File: src/rtl/text_term_pkg.sv
// Shared constants, state encoding and byte classification for the text terminal.
package text_term_pkg;

    localparam logic [7:0] CH_BS    = 8'h08;
    localparam logic [7:0] CH_LF    = 8'h0A;
    localparam logic [7:0] CH_FF    = 8'h0C;
    localparam logic [7:0] CH_CR    = 8'h0D;
    localparam logic [7:0] CH_SPACE = 8'h20;

    typedef enum logic [1:0] {
        IDLE    = 2'd0,
        EXEC    = 2'd1,
        CLRSCR  = 2'd2,
        CLRLINE = 2'd3
    } term_state_t;

    // Bytes that are drawn as glyphs: 0x20..0x7E plus the whole upper half.
    function automatic logic is_printable(input logic [7:0] b);
        return ((b >= 8'h20) && (b <= 8'h7E)) || b[7];
    endfunction

endpackage

File: src/rtl/text_cursor_counter.sv
// Row/column cursor with wrap-around stepping and linear cell index outputs.
// Wrap is detected by comparing against the last row/column, never by modulo.
module text_cursor_counter
    import text_term_pkg::*;
#(
    parameter int COLS   = 80,
    parameter int ROWS   = 30,
    parameter int ADDR_W = 12
) (
    input  logic              clk,
    input  logic              rst_n,
    input  logic              home,
    input  logic              dec,
    input  logic              inc,
    input  logic              col_zero,
    input  logic              next_row,
    output logic [ADDR_W-1:0] index,
    output logic [ADDR_W-1:0] prev_index,
    output logic [ADDR_W-1:0] next_row_base,
    output logic              inc_wraps_row
);

    localparam int RW = (ROWS > 1) ? $clog2(ROWS) : 1;
    localparam int CW = (COLS > 1) ? $clog2(COLS) : 1;

    logic [RW-1:0] row;
    logic [CW-1:0] col;
    logic          last_col;
    logic          last_row;
    logic [RW-1:0] row_inc;
    logic [RW-1:0] row_dec;

    assign last_col = (col == CW'(COLS - 1));
    assign last_row = (row == RW'(ROWS - 1));
    assign row_inc  = last_row ? '0 : row + RW'(1);
    assign row_dec  = (row == '0) ? RW'(ROWS - 1) : row - RW'(1);

    assign index         = ADDR_W'(row) * ADDR_W'(COLS) + ADDR_W'(col);
    // Cell one step back; at column 0 that is the last column of the previous row.
    assign prev_index    = (col == '0) ? ADDR_W'(row_dec) * ADDR_W'(COLS) + ADDR_W'(COLS - 1)
                                       : index - ADDR_W'(1);
    assign next_row_base = ADDR_W'(row_inc) * ADDR_W'(COLS);
    assign inc_wraps_row = last_col;

    // Cursor update; controls are mutually exclusive in practice, home dominates.
    always_ff @(posedge clk or negedge rst_n) begin
        if (!rst_n) begin
            row <= '0;
            col <= '0;
        end else if (home) begin
            row <= '0;
            col <= '0;
        end else if (dec) begin
            if (col == '0) begin
                col <= CW'(COLS - 1);
                row <= row_dec;
            end else begin
                col <= col - CW'(1);
            end
        end else if (inc) begin
            if (last_col) begin
                col <= '0;
                row <= row_inc;
            end else begin
                col <= col + CW'(1);
            end
        end else if (col_zero) begin
            col <= '0;
        end else if (next_row) begin
            row <= row_inc;
        end
    end

endmodule

File: src/rtl/text_terminal_writer.sv
// Byte-stream terminal engine: turns received characters into text buffer writes,
// tracks the cursor and interprets BS, CR, LF and FF.
// Optional build macro TERM_CLEAR_LINE_EN: every entry onto a new row blanks that row.
//
// Byte handshake: a byte transfers in any cycle where i_Byte_Valid and o_Byte_Ready
// are both high; o_Byte_Ready is high only in IDLE, and i_Byte must be held with
// i_Byte_Valid until that cycle. Move pulses are only honoured in IDLE when no byte
// transfers in the same cycle.
module text_terminal_writer
    import text_term_pkg::*;
#(
    parameter int COLS   = 80,
    parameter int ROWS   = 30,
    parameter int ADDR_W = 12
) (
    input  logic              i_Clk,
    input  logic              i_Rst_L,
    input  logic [7:0]        i_Byte,
    input  logic              i_Byte_Valid,
    output logic              o_Byte_Ready,
    input  logic              i_Cmd_Home,
    input  logic              i_Cmd_Left,
    input  logic              i_Cmd_Right,
    input  logic              i_Cmd_Down,
    output logic              o_Wr_En,
    output logic [ADDR_W-1:0] o_Wr_Addr,
    output logic [7:0]        o_Wr_Data,
    output logic [ADDR_W-1:0] o_Cursor,
    output logic              o_Busy
);

`ifdef TERM_CLEAR_LINE_EN
    localparam bit CLR_LINE_EN = 1'b1;
`else
    localparam bit CLR_LINE_EN = 1'b0;
`endif

    localparam logic [ADDR_W-1:0] LAST_ADDR = ADDR_W'(COLS * ROWS - 1);
    localparam logic [ADDR_W-1:0] LAST_COL  = ADDR_W'(COLS - 1);

    term_state_t       state;
    logic [7:0]        byte_q;
    logic [ADDR_W-1:0] clr_cnt;

    logic              accept;
    logic              move_ok;
    logic              in_exec;
    logic              clr_done;
    logic              down_take;
    logic              exec_new_row;
    logic              c_home;
    logic              c_dec;
    logic              c_inc;
    logic              c_col_zero;
    logic              c_next_row;
    logic [ADDR_W-1:0] prev_index;
    logic [ADDR_W-1:0] next_row_base;
    logic              inc_wraps_row;

    assign o_Busy = (state != IDLE);

    // Decode this cycle's cursor action from the state, latched byte and move pulses.
    always_comb begin
        accept       = (state == IDLE) && i_Byte_Valid;
        move_ok      = (state == IDLE) && !i_Byte_Valid;
        in_exec      = (state == EXEC);
        clr_done     = (state == CLRSCR) && (o_Wr_Addr == LAST_ADDR);
        down_take    = move_ok && i_Cmd_Down && !i_Cmd_Home && !i_Cmd_Left && !i_Cmd_Right;
        exec_new_row = (is_printable(byte_q) && inc_wraps_row) || (byte_q == CH_LF);

        c_home     = (move_ok && i_Cmd_Home) || clr_done;
        c_dec      = (move_ok && !i_Cmd_Home && i_Cmd_Left)
                   || (in_exec && (byte_q == CH_BS));
        c_inc      = (move_ok && !i_Cmd_Home && !i_Cmd_Left && i_Cmd_Right)
                   || (in_exec && is_printable(byte_q));
        c_col_zero = in_exec && (byte_q == CH_CR);
        c_next_row = down_take || (in_exec && (byte_q == CH_LF));
    end

    text_cursor_counter #(
        .COLS   (COLS),
        .ROWS   (ROWS),
        .ADDR_W (ADDR_W)
    ) u_cursor (
        .clk           (i_Clk),
        .rst_n         (i_Rst_L),
        .home          (c_home),
        .dec           (c_dec),
        .inc           (c_inc),
        .col_zero      (c_col_zero),
        .next_row      (c_next_row),
        .index         (o_Cursor),
        .prev_index    (prev_index),
        .next_row_base (next_row_base),
        .inc_wraps_row (inc_wraps_row)
    );

    // Control FSM; the write port is registered so a byte's write lands the cycle after acceptance.
    always_ff @(posedge i_Clk or negedge i_Rst_L) begin
        if (!i_Rst_L) begin
            state        <= IDLE;
            byte_q       <= '0;
            clr_cnt      <= '0;
            o_Byte_Ready <= 1'b1;
            o_Wr_En      <= 1'b0;
            o_Wr_Addr    <= '0;
            o_Wr_Data    <= '0;
        end else begin
            case (state)
                IDLE: begin
                    if (accept) begin
                        byte_q       <= i_Byte;
                        o_Byte_Ready <= 1'b0;
                        if (i_Byte == CH_FF) begin
                            state     <= CLRSCR;
                            o_Wr_En   <= 1'b1;
                            o_Wr_Addr <= '0;
                            o_Wr_Data <= CH_SPACE;
                        end else begin
                            state <= EXEC;
                            if (is_printable(i_Byte)) begin
                                o_Wr_En   <= 1'b1;
                                o_Wr_Addr <= o_Cursor;
                                o_Wr_Data <= i_Byte;
                            end else if (i_Byte == CH_BS) begin
                                o_Wr_En   <= 1'b1;
                                o_Wr_Addr <= prev_index;
                                o_Wr_Data <= CH_SPACE;
                            end
                        end
                    end else if (CLR_LINE_EN && down_take) begin
                        state        <= CLRLINE;
                        o_Byte_Ready <= 1'b0;
                        o_Wr_En      <= 1'b1;
                        o_Wr_Addr    <= next_row_base;
                        o_Wr_Data    <= CH_SPACE;
                        clr_cnt      <= '0;
                    end
                end
                EXEC: begin
                    if (CLR_LINE_EN && exec_new_row) begin
                        state     <= CLRLINE;
                        o_Wr_En   <= 1'b1;
                        o_Wr_Addr <= next_row_base;
                        o_Wr_Data <= CH_SPACE;
                        clr_cnt   <= '0;
                    end else begin
                        state        <= IDLE;
                        o_Wr_En      <= 1'b0;
                        o_Byte_Ready <= 1'b1;
                    end
                end
                CLRSCR: begin
                    if (clr_done) begin
                        state        <= IDLE;
                        o_Wr_En      <= 1'b0;
                        o_Byte_Ready <= 1'b1;
                    end else begin
                        o_Wr_Addr <= o_Wr_Addr + ADDR_W'(1);
                    end
                end
                CLRLINE: begin
                    if (clr_cnt == LAST_COL) begin
                        state        <= IDLE;
                        o_Wr_En      <= 1'b0;
                        o_Byte_Ready <= 1'b1;
                    end else begin
                        o_Wr_Addr <= o_Wr_Addr + ADDR_W'(1);
                        clr_cnt   <= clr_cnt + ADDR_W'(1);
                    end
                end
                default: begin
                    state        <= IDLE;
                    o_Wr_En      <= 1'b0;
                    o_Byte_Ready <= 1'b1;
                end
            endcase
        end
    end

endmodule

File: config.mk
export PLATFORM = sky130hd
export DESIGN_NAME = text_terminal_writer
export DESIGN_NICKNAME = d
export VERILOG_FILES = /design/src/rtl/text_term_pkg.sv /design/src/rtl/text_cursor_counter.sv /design/src/rtl/text_terminal_writer.sv
export SDC_FILE = /design/constraint.sdc
export NUM_CORES = 1
export LEC_CHECK = 0
export ABC_CLOCK_PERIOD_IN_PS = 11200
export BUFFER_PORTS_ARGS = -buffer_cell sky130_fd_sc_hd__buf_2
export CAP_MARGIN = 20
export CORE_ASPECT_RATIO = 1.5
export CORE_MARGIN = 2
export CORE_UTILIZATION = 65
export DETAILED_ROUTE_END_ITERATION = 7
export PLACE_DENSITY_LB_ADDON = 0.05
export RECOVER_POWER = 25
export SLEW_MARGIN = 20
export SYNTH_ARGS = -nofsm -noshare
export SYNTH_HDL_FRONTEND = slang
export SYNTH_HIERARCHICAL = 1
export SYNTH_SLANG_ARGS = --single-unit
File: constraint.sdc
create_clock -name i_Clk -period 11.2 [get_ports i_Clk]
set_input_delay 1.12 -clock i_Clk [delete_from_list [all_inputs] [get_ports i_Clk]]
set_output_delay 1.12 -clock i_Clk [all_outputs]
set_load 0.03 [all_outputs]
# After elaboration in Yosys (flattened, before gate mapping)
# Index checks and enable logic that the tools add are counted.
[op_classes] n_addsub=9 n_mul=2 magnitude_cmp=4 eq_ne=21 n_mux=42 bitwise=1 n_reduce_logical=43
[op_table] cell="$mux 12" n=7
[op_table] cell="$mux 5" n=9
[op_table] cell="$mux 7" n=6
[op_table] cell="$eq 8x4->1 const B" n=5
[op_table] cell="$pmux 12 s3" n=1
[op_table] cell="$add 12x1->12 const B" n=2
[op_table] cell="$mux 8" n=3
[op_table] cell="$logic_and 1x1->1" n=18
[op_table] cell="$ge 8x6->1 const B" n=2
[op_table] cell="$le 8x7->1 const B" n=2
[op_table] cell="$mul 5x3->8 const B" n=2
[op_table] cell="$add 12x7->12" n=1
[op_table] cell="$add 12x7->12 const B" n=1
[op_table] cell="$eq 12x12->1 const B" n=1
[op_table] cell="$eq 12x7->1 const B" n=1
[op_table] cell="$sub 12x1->12 const B" n=1
[op_table] cell="$ne 2x2->1 const B" n=5
[op_table] cell="$mux 1" n=9
[op_table] cell="$mux 2" n=4
[op_table] cell="$pmux 1 s4" n=2
[op_table] cell="$pmux 2 s4" n=1
[op_table] cell="$reduce_and 4->1" n=2
[op_table] cell="$reduce_bool 4->1" n=2
[op_table] cell="$add 7x1->7 const B" n=1
[op_table] cell="other kinds (22)" n=34
[word_totals] register_bits=56 inputBits=15 out_inout_bits=35 wordCells=131

# Longest topological paths before layout
[logic_depth] ltp_word=12 mapped_depth=18 mapped_depth_nobuf=17

# By module
# The synthesis kept the hierarchy.
[by_module_without_submodules] mod="text_terminal_writer" n_inst=1 cells_each=298 area_per_inst_um2=2646.3 seq_area_each_um2=1102.3
[by_module_without_submodules] mod="text_cursor_counter" n_inst=1 cells_each=265 area_per_inst_um2=2065.7 seq_area_each_um2=300.3

# Least setup slack after synthesis
# No wires, ideal clock.
[synth_timing] kind="reg2reg" from="reg u_cursor.row[0]" to="reg o_Wr_Addr[10]" setup_time_ns=0.134 t_arrival_ns=3.411 t_required_ns=11.066 path_slack_ns=7.655 path_stages_with_launch=19 n_path_buf=1 synth_period_minus_slack_ns=3.545 path_cell_list="dfrtp_1 clkbuf_1 inv_1 ha_1 nand2b_1 nor3_1 nor2b_1 inv_1 ha_1 fa_1 xor2_1 nand3_1 xor2_1 xnor2_1 nor2_1 a21oi_1 nor3b_1 o21ai_0 o211ai_1"
[synth_between] elab_chain_cells=10 elab_cells_between_ends=14 classes_between="add/sub: 4; mul: 2; mux: 7; reduce/logical: 1"
[synth_rtl] item="start, declared" line="text_cursor_counter.sv:26" text="logic [RW-1:0] row;"
[synth_rtl] item="start signal, assigned" line="text_cursor_counter.sv:56" text="row <= row_dec;"
[synth_rtl] item="start signal, assigned" line="text_cursor_counter.sv:63" text="row <= row_inc;"
[synth_rtl] item="start signal, assigned" line="text_cursor_counter.sv:70" text="row <= row_inc;"
[synth_rtl] item="branches (longest 4 deep; another with $add 12x7->12)"
[synth_rtl] item="$mux 12 *" line="text_cursor_counter.sv:40" text="assign prev_index = (col == '0) ? ADDR_W'(row_dec) * ADDR_W'(COLS) + ADDR_W'(COLS - 1)"
[synth_rtl] item="named net prev_index[10]" line="text_terminal_writer.sv:56" text="logic [ADDR_W-1:0] prev_index;"
[synth_rtl] item="$mux 12 *" line="text_terminal_writer.sv:125" text="end else if (i_Byte == CH_BS) begin"
[synth_rtl] item="$mux 12 *" line="text_terminal_writer.sv:121" text="if (is_printable(i_Byte)) begin"
[synth_rtl] item="$mux 12 *" line="text_terminal_writer.sv:114" text="if (i_Byte == CH_FF) begin"
[synth_rtl] item="$mux 12 *" line="text_terminal_writer.sv:111" text="if (accept) begin"
[synth_rtl] item="$pmux 12 s3 *" line="text_terminal_writer.sv:109" text="case (state)"
[synth_rtl] item="end signal, assigned" line="text_terminal_writer.sv:123" text="o_Wr_Addr <= o_Cursor;"
[synth_rtl] item="end signal, assigned" line="text_terminal_writer.sv:127" text="o_Wr_Addr <= prev_index;"
[synth_rtl] item="end signal, assigned" line="text_terminal_writer.sv:135" text="o_Wr_Addr <= next_row_base;"
[synth_rtl] item="end, declared" line="text_terminal_writer.sv:26" text="output logic [ADDR_W-1:0] o_Wr_Addr,"
# Mark *: on every way through the listed nets, which the timed path passes. The select of a mux whose other input is x is not followed.
# A chain may end at the register's enable or synchronous reset.

# Final worst setup path
[layout_timing] from="reg u_cursor.row[3]" to="out o_Cursor[9]"
[layout_between] elab_chain_cells=2
[layout_rtl] item="$mul 5x3->8" line="text_cursor_counter.sv:38" text="assign index = ADDR_W'(row) * ADDR_W'(COLS) + ADDR_W'(col);"
[layout_rtl] item="$add 12x7->12" line="text_cursor_counter.sv:38"
[layout_rtl] item="end, declared" line="text_terminal_writer.sv:28" text="output logic [ADDR_W-1:0] o_Cursor,"
# No other way between the ends.

==> results.py <==
metrics = {
    "grt": {
        "grt_pass1_vias": 4008,
        "antenna_found_initial": 0,
        "grt_pass1_wl_um": 18640,
        "overflow": 0,
        "track_usage_pct": 29.99,
        "grt_start_max_net_pins": 57,
    },
    "cts": {
        "clkTransAtPathRegs_ps": 110,
        "ctsResizeCount": 0,
        "cts-root-buf": "clkbuf_8",
        "numCtsBuffers": 5,
        "h-tree-depth": 2,
        "clk_latency_ps": 320,
        "cts_tree": "built",
        "postCtsSetupBuffers": 0,
        "holdBufCountCts": 0,
        "clock_sinks": 56,
        "cts_buffer_depth": 2,
    },
    "critical_path": {
        "crit_chain": "ha_1 -> ha_1 -> fa_1 -> nand2_1 -> and3b_1 -> xor2_1 -> inv_1 -> buf_2",
        "cp_slowest_cell": "dfrtp_1",
        "cp_max_fo": 11,
        "path_delay_family": "adder cells",
        "cp.arrival_ps": 2900,
        "cpMostUsedCell": "ha_1",
        "critical_path_class": "reg -> out",
        "critPathBufInv": 2,
        "cp_slowest_stage_delay_ps": 590,
        "endpoint_kind": "output port",
        "required_ps": 10080,
        "startpoint_type": "register",
    },
    "route": {
        "drt_iter0_drc": 322,
        "ant_nets": 0,
        "drt-wirelength-per-cell_um": 16.82,
        "drc": 0,
        "drt-total-wl_um": 10880,
        "vias": 4147,
        "via_per_inst": 6.410,
        "first_pass_iters": 4,
    },
    "floorplanning": {
        "rows": 37,
        "dieHeight_um": 106.2,
        "die_x_um": 72.16,
        "io_pins": 50,
        "initial_core_util_pct": 66.56,
        "die_area_um2": 7665,
        "core_area_um2": 6805,
    },
    "pwr": {
        "p_int_uw": 250.8,
        "leakage_uw": 0.002293,
        "pwr-share-comb_pct": 4.2,
        "clockPowerShare_pct": 35.5,
        "swShare_pct": 25.20,
        "ir_worst_vdd_mv": 0.06560,
        "powerDensity_nw_per_um2": 69.24,
        "seq_power_share_pct": 60.3,
        "p_switching_uw": 84.52,
    },
    "cells_and_area": {
        "final_cell_mix": "nand2_1 (63), dfrtp_1 (55), buf_2 (49), nor2_1 (37), o21ai_0 (36)",
        "regArea_um2": 1403,
        "final_cells": 647,
        "fill_cells": 573,
        "multi_input_area_um2": 2875,
        "drive_above_1_share_pct": 14.06,
        "antennaDiodeCount": 0,
        "area.growth.synth_to_final_pct": 6.934,
        "final_common_cell": "nand2_1",
        "final_nets": 610,
    },
    "place": {
        "port_buffers": 49,
        "placed_cells_incl_taps": 639,
        "dpl.hpwl_um": 8186,
        "gp_congestion": 0.8670,
        "dp_slack_ps": 7402,
    },
    "sta": {
        "setup_tns_ps": 0,
        "rsz0062_at_grt": "no",
        "holdWs_ps": 507.3,
        "maxSlewViolCount": 57,
        "tightestPinTransition_ps": 2952,
        "timing.slew.headroom_pct": -96.83,
        "finalCritPeriodShare_pct": 35.92,
        "hold_viol": 0,
        "final.setup.worst_slack_ps": 7177,
        "final.setup_skew_ps": 5.465,
        "setup_violations": 0,
        "fmax_mhz": 248.6,
        "finalCriticalPeriod_ps": 4023,
    },
    "yosys": {
        "synthesis.area_um2": 4529,
        "syn-instance-count": 540,
        "avgSynthCellArea_um2": 8.388,
        "synth_fp_nets": 582,
        "yosys_warnings": 6,
    },
    "worst_hold_path": {
        "min-delay-path-class": "reg -> reg",
    },
    "outcome": {
        "status": "complete, but fails checks",
        "violations": "max-capacitance violations, max-slew violations",
    },
    "flow_run": {
        "max-cap-violations": 1,
    },
}
## layer usage
| layer | GRT usage, % | share of wire, % |
|---|---|---|
| met1 | 37.39 | 41 |
| met2 | 51.83 | 52 |
| met3 | 3.412 | 3.9 |
| met4 | 11.99 | 3.1 |
| met5 | 0 | 0 |
## final cells by class
class / count / area share (%)
inverters: 26 / 2.015
flip-flops and latches: 56 / 28.96
multi-input cells: 425 / 59.36
clock buffers: 5 / 1.421
clock inverters: 3 / 0.4650
well taps: 78 / 2.015
repair buffers: 54 / 5.761
## worst paths after layout
path | startpoint | end | slack, ps | cells after the start
worst max-delay path | u_cursor/row[3] | o_Cursor[9] | 7180 | 8
worst min register to register | o_Wr_Data[3] | o_Wr_Data[3] | 510 | 1
worst min-delay path | o_Wr_Data[3] | o_Wr_Data[3] | 510 | 1
min in group asynchronous | i_Rst_L | clr_cnt[10] | 1850 | 2
worst max register to register | u_cursor/row[1] | o_Wr_Addr[11] | 7360 | 16
max in group asynchronous | i_Rst_L | u_cursor/col[6] | 7700 | 2
## registers in the layout, summed over array words and instances, names as in the netlist, 2 cells and up
| register | flops |
|---|---|
| u_cursor/row | 5 |
| byte_q | 8 |
| u_cursor/col | 7 |
| clr_cnt | 12 |
| o_Wr_Data | 8 |
| state | 2 |
| o_Wr_Addr | 12 |
## power groups by stage
| stage | clock network (µW) | registers (µW) | logic [µW] |
|---|---|---|---|
| 2_1_floorplan | 0 | 206 | 5.18 |
| 3_3_place_gp | 0 | 206 | 14.4 |
| 3_5_place_dp | 0 | 206 | 14.6 |
| 4_1_cts | 121 | 202 | 14.7 |
| 5_1_grt | 128 | 202 | 16.1 |
| 6_report | 119 | 202 | 14.2 |
## per-stage QoR
step | area [µm²] | util [%] | total power [µW]
global route | 4843 | 71.17 | 346.6
finish | 4843 | 71.17 | 335.4
detailed placement | 4756 | 69.88 | 220.6
global placement | 4756 | 69.88 | 220.4
floorplan | 4529 | - | 211.3
CTS | 4847 | 71.23 | 338.1
Note: power is estimated with default switching activity, not from simulation.
